### src/rtl/shift_rot_seq.sv
// ---------------------------------------------------------------------------
// shift_rot_seq
//
// Multi-cycle shift/rotate sequencer that sits beside the ALU. The control
// unit starts it for SHR, SHRA, SHL, ROR and ROL. It then waits on o_done
// before latching o_result into Z.
//
// The operand is stepped one bit position per RUN cycle until the captured
// count is used up. The result is then published together with a one-cycle
// done pulse.
//
// Build option:
//   SHIFT_ROT_STEP4_EN - when defined, a RUN cycle moves 4 positions while
//                        at least 4 remain, otherwise 1. Results are
//                        identical to the default build; only latency
//                        shrinks.
//
// Ports:
//   i_clk      system clock, all state changes on the rising edge
//   i_clr      synchronous active-high reset, wins over i_start
//   i_start    operation request, honoured only in IDLE or DONE
//   i_op       3'b000 SHR, 001 SHRA, 010 SHL, 011 ROR, 100 ROL,
//              101..111 illegal (result = operand)
//   i_a        32-bit operand, captured on an accepted start
//   i_b        5-bit count, captured on an accepted start
//   o_busy     high while the operation is iterating (RUN)
//   o_done     one-cycle pulse in the cycle after o_result is updated
//   o_result   registered result, held until the next done
// ---------------------------------------------------------------------------
module shift_rot_seq (
  input  logic        i_clk,
  input  logic        i_clr,
  input  logic        i_start,
  input  logic [2:0]  i_op,
  input  logic [31:0] i_a,
  input  logic [4:0]  i_b,
  output logic        o_busy,
  output logic        o_done,
  output logic [31:0] o_result
);

  localparam logic [2:0] OP_SHR  = 3'd0;
  localparam logic [2:0] OP_SHRA = 3'd1;
  localparam logic [2:0] OP_SHL  = 3'd2;
  localparam logic [2:0] OP_ROR  = 3'd3;
  localparam logic [2:0] OP_ROL  = 3'd4;

  typedef enum logic [1:0] {
    IDLE = 2'd0,
    RUN  = 2'd1,
    DONE = 2'd2
  } state_t;

  state_t      r_state;
  state_t      w_nextState;
  logic [31:0] r_work;
  logic [4:0]  r_cnt;
  logic [2:0]  r_opQ;
  logic [31:0] r_result;

  logic        w_accept;
  logic        w_direct;
  logic [31:0] w_step1;
  logic [31:0] w_stepped;
  logic [4:0]  w_stepAmt;
  logic [4:0]  w_cntNext;
  logic        w_lastStep;

  // A new request may only be taken when no operation is iterating. Taking
  // it in DONE is what allows back-to-back operations with no idle cycle.
  always_comb begin
    w_accept = i_start && ((r_state == IDLE) || (r_state == DONE));
    w_direct = (i_b == 5'd0) || (i_op > OP_ROL);
  end

  // Single-position step of the working register for the captured opcode.
  // The default arm is never exercised in RUN, because illegal opcodes
  // bypass RUN entirely.
  always_comb begin
    w_step1 = r_work;
    case (r_opQ)
      OP_SHR:  w_step1 = {1'b0, r_work[31:1]};
      OP_SHRA: w_step1 = {r_work[31], r_work[31:1]};
      OP_SHL:  w_step1 = {r_work[30:0], 1'b0};
      OP_ROR:  w_step1 = {r_work[0], r_work[31:1]};
      OP_ROL:  w_step1 = {r_work[30:0], r_work[31]};
      default: w_step1 = r_work;
    endcase
  end

`ifdef SHIFT_ROT_STEP4_EN
  logic [31:0] w_step4;

  // Four-position step with the same fill and wrap rules as the single
  // step. It is used only while at least four positions remain, so the
  // count can never underflow.
  always_comb begin
    w_step4 = r_work;
    case (r_opQ)
      OP_SHR:  w_step4 = {4'b0000, r_work[31:4]};
      OP_SHRA: w_step4 = {{4{r_work[31]}}, r_work[31:4]};
      OP_SHL:  w_step4 = {r_work[27:0], 4'b0000};
      OP_ROR:  w_step4 = {r_work[3:0], r_work[31:4]};
      OP_ROL:  w_step4 = {r_work[27:0], r_work[31:28]};
      default: w_step4 = r_work;
    endcase
  end

  // Choose the wide step while it still fits in the remaining count.
  always_comb begin
    if (r_cnt >= 5'd4) begin
      w_stepped = w_step4;
      w_stepAmt = 5'd4;
    end else begin
      w_stepped = w_step1;
      w_stepAmt = 5'd1;
    end
  end
`else
  // Only the single-position step exists in this build.
  always_comb begin
    w_stepped = w_step1;
    w_stepAmt = 5'd1;
  end
`endif

  // Remaining count after this cycle's step. Reaching zero means this step
  // produces the final value.
  always_comb begin
    w_cntNext  = r_cnt - w_stepAmt;
    w_lastStep = (w_cntNext == 5'd0);
  end

  // State register.
  always_ff @(posedge i_clk) begin
    if (i_clr) begin
      r_state <= IDLE;
    end else begin
      r_state <= w_nextState;
    end
  end

  // Next-state logic. DONE lasts a single cycle unless a new request
  // arrives in it. A zero count or an illegal opcode skips RUN.
  always_comb begin
    w_nextState = r_state;
    case (r_state)
      IDLE, DONE: begin
        if (w_accept) begin
          w_nextState = w_direct ? DONE : RUN;
        end else begin
          w_nextState = IDLE;
        end
      end
      RUN: begin
        if (w_lastStep) begin
          w_nextState = DONE;
        end
      end
      default: w_nextState = IDLE;
    endcase
  end

  // Datapath. Operands are captured on acceptance, so later input changes
  // have no effect. The result register is written only on the edge that
  // enters DONE, which keeps it stable through the following operation.
  always_ff @(posedge i_clk) begin
    if (i_clr) begin
      r_work   <= '0;
      r_cnt    <= '0;
      r_opQ    <= '0;
      r_result <= '0;
    end else if (w_accept) begin
      r_work <= i_a;
      r_cnt  <= i_b;
      r_opQ  <= i_op;
      if (w_direct) begin
        r_result <= i_a;
      end
    end else if (r_state == RUN) begin
      r_work <= w_stepped;
      r_cnt  <= w_cntNext;
      if (w_lastStep) begin
        r_result <= w_stepped;
      end
    end
  end

  // Outputs are decoded straight from registers, so no input reaches an
  // output combinationally.
  assign o_busy   = (r_state == RUN);
  assign o_done   = (r_state == DONE);
  assign o_result = r_result;

endmodule

### config.mk
export PLATFORM = sky130hd
export DESIGN_NAME = shift_rot_seq
export DESIGN_NICKNAME = d
export VERILOG_FILES = /design/src/rtl/shift_rot_seq.sv
export SDC_FILE = /design/constraint.sdc
export NUM_CORES = 1
export LEC_CHECK = 0
export ABC_AREA = 1
export BUFFER_PORTS_ARGS = -buffer_cell sky130_fd_sc_hd__buf_2
export CAP_MARGIN = 20
export CORE_MARGIN = 1.5
export CORE_UTILIZATION = 41
export CTS_CLUSTER_SIZE = 25
export DETAILED_ROUTE_END_ITERATION = 12
export PLACE_DENSITY = 0.68
export SETUP_SLACK_MARGIN = 0.4
export SYNTH_ARGS = -nofsm -noshare
export SYNTH_HDL_FRONTEND = slang
export SYNTH_SLANG_ARGS = --single-unit
### constraint.sdc
create_clock -name i_clk -period 3.25 [get_ports i_clk]
set_input_delay 0.1625 -clock i_clk [delete_from_list [all_inputs] [get_ports i_clk]]
set_output_delay 0.1625 -clock i_clk [all_outputs]
set_load 0.02 [all_outputs]
==> qor.csv <==
stage,metric,value,unit
logic_synthesis,yosysMostFrequentCell,nand2_1,
detailed_routing,drtAntennaViolNets,0,
sta,maxSlewViolCount,0,
logic_synthesis,synth_async_sr_flop_share,0,%
critical_path,startpoint_type,register,
sta,slew_headroom,49.1,%
grt,grt_pass1_wl,17700,um
floorplanning,core,0.0102,mm2
final_layout,nets,809,
power_and_ir_drop,power.net_switching,0.955,mW
flow_run,cap_violations,0,
detailed_routing,num_vias,4166,
placed_design,post-dp-hpwl,6730,um
floorplanning,die_x,105,um
clocking,cts_tree,yes,
logic_synthesis,ys_warn_count,0,
grt,grt.total_usage,19.7,%
clocking,path_clk_slew,0.08,ns
power_and_ir_drop,seqPwrFrac,42.3,%
final_layout,finalNonFillerCells,905,
critical_path,critPathKind,reg -> reg,
status,status,completed,
floorplanning,fp-row-count,37,
grt,grt_overflow,0,
grt,antenna_found_initial,0,
clocking,ctsResizeCount,0,
power_and_ir_drop,fin_total_pwr,2.60,mW
placed_design,dpl.cell_count,889,
final_layout,fillers,1066,
grt,gr-usage-met1,26.4,%
critical_path,worstPathRequired,3.49,ns
sta,rsz0062_at_grt,false,
sta,tns,0,ns
logic_synthesis,syn_area,0.00426,mm2
grt,grt_start_max_net_pins,69,
detailed_routing,via_per_inst,4.60,
sta,finClkSkew,0.00910,ns
logic_synthesis,synthesis.nets,751,
grt,grt_pass1_vias,3885,
power_and_ir_drop,p_leak,2.83,nW
sta,setup_viol_count_final,0,
power_and_ir_drop,ir_worst_vdd,0.259,mV
critical_path,arrival,2.58,ns
grt,grt_use_met2,31.6,%
logic_synthesis,ys_seq_area_share,34.8,%
logic_synthesis,synth_edf_count,0,
placed_design,placed_area,0.00467,mm2
clocking,htreeDepth,3,
critical_path,cp-end-kind,register,
power_and_ir_drop,comb_power_share,31.1,%
logic_synthesis,avgSynthCellArea,6.04,um2
floorplanning,die_height,105,um
logic_synthesis,synth_common_cells,"nand2_1 (216), inv_1 (136), nor2_1 (76)",
sta,fmax,0.429,GHz
sta,period_minus_slack,2.33,ns
clocking,cts.sinks,74,
power_and_ir_drop,pwr-share-clk,26.5,%
floorplanning,boundaryPins,77,
clocking,post_cts_buffers,0,
placed_design,place_congestion,0.804,
grt,use_met3,3.74,%
power_and_ir_drop,power.share.switching,36.8,%
clocking,cts-root-buf,clkbuf_8,
logic_synthesis,post-synth-top-area-cell,dfxtp_1,
clocking,clk_latency,0.35,ns
logic_synthesis,synth_flop_cell,dfxtp_1,
detailed_routing,dr.pass1.iters,4,
grt,busiest_layer,met2,
final_layout,final_layout_size_suffix_gt1_share,15.1,%
power_and_ir_drop,p_int,1.64,mW
floorplanning,die_area,0.0110,mm2
placed_design,port_buffers,76,
final_layout,final_area,0.00486,mm2
power_and_ir_drop,power.density,533,mW/mm2
min_path,hp-class,in -> reg,
clocking,cts_buffers,9,
detailed_routing,totalWireLength,10200,um
logic_synthesis,ys_seq_elements,74,
logic_synthesis,synth_cell_types,24,
logic_synthesis,synthTopCellsByArea,"dfxtp_1 (35%), nand2_1 (19%), inv_1 (12%)",
floorplanning,initial_core_util,41.8,%
clocking,hold_buffers,0,
detailed_routing,drt_iter0_markers,210,
sta,finalHoldViolCount,0,
logic_synthesis,netlist.area_leader.share,34.8,%
detailed_routing,routedWlPerCell,11.2,um
final_layout,diodes,0,
logic_synthesis,syn_inst,706,
critical_path,cp_max_fo,39,
sta,post-route-period-util,71.8,%
detailed_routing,drc,0,
final_layout,syn_to_final_growth,14.2,%
clocking,clockBufferDepth,2,
sta,tightest_slew,0.761,ns
==> placed cells by master (no fill, tap or decap), drive strengths merged <==
| master | n |
|---|---|
| a21oi | 6 |
| a31oi | 5 |
| buf | 83 |
| clkbuf | 12 |
| clkinv | 4 |
| clkinvlp | 2 |
| dfxtp | 74 |
| ha | 2 |
| inv | 137 |
| nand2 | 225 |
| nand3 | 34 |
| nor2 | 80 |
| nor3 | 1 |
| o21ai | 72 |
| o21bai | 31 |
| or2 | 1 |
==> flip-flops by register name, indices dropped and copies added, names as in the netlist <==
name      cells
r_cnt         5
r_work       32
r_state       2
r_opQ         3
o_result     32
==> cell type report <==
type                            instances  area [um2]  area share, %
Clock inverter                          4        25.0          0.514
Timing Repair Buffer                   83         445           9.16
Clock buffer                           12         165           3.40
Sequential cell                        74        1480           30.5
Inverter                              139         522           10.7
Tap cell                              136         170           3.50
Multi-Input combinational cell        457        2060           42.3
==> worst paths after layout <==
kind                                    to  cells past startpoint  startpoint  slack [ns]
worst max-delay path             r_work[6]                      8  r_state[0]        0.92
worst min-delay path            r_state[0]                      2       i_clr        0.07
worst max register to register   r_work[6]                      8  r_state[0]        0.92
worst min register to register    r_cnt[1]                      2    r_cnt[1]        0.50
==> per-layer routing <==
metal | vias to the layer above | share of wire, %
met3 | 12 | 5.1
li1 | 2236 | -
met5 | - | 0
met1 | 1826 | 48
met4 | 0 | 1.5
met2 | 92 | 45
==> cell families after synthesis <==
family | count (synthesis) | share of synthesized area (%)
adder cells (fa/ha/maj) | 2 | 0.587
buffers and inverters | 175 | 17.1
AND/OR/NAND/NOR | 341 | 32.2
flip-flops | 74 | 34.8
AO/OA/AOI/OAI | 114 | 15.4
==> critical path: stages, from the launching register on <==
cell and delay [ns]:
dfxtp_1 0.32, inv_2 0.07, nand2_1 0.06, buf_4 0.24
nand2_2 0.48, clkinv_1 0.43, buf_4 0.34, o21bai_1 0.19
inv_1 0.06
==> through the flow <==
stage	hold WS (ns)	setup slack (ns)	utilization (%)
CTS	0.0682	0.896	47.8
floorplan	0.232	1.66	-
detailed placement	0.443	0.937	45.9
finish	0.0723	0.918	47.8
global route	0.0814	0.714	47.8
global placement	0.442	1.03	45.9
==> power by group through the flow <==
stage               sequential (mW)  clock, mW  combinational, mW
finish                         1.10      0.689              0.807
global route                   1.11      0.744              0.936
CTS                            1.10      0.706              0.815
detailed placement             1.12          0              0.808
global placement               1.12          0              0.796
floorplan                      1.17          0              0.560
No activity file was read; power rests on OpenSTA's default activity.
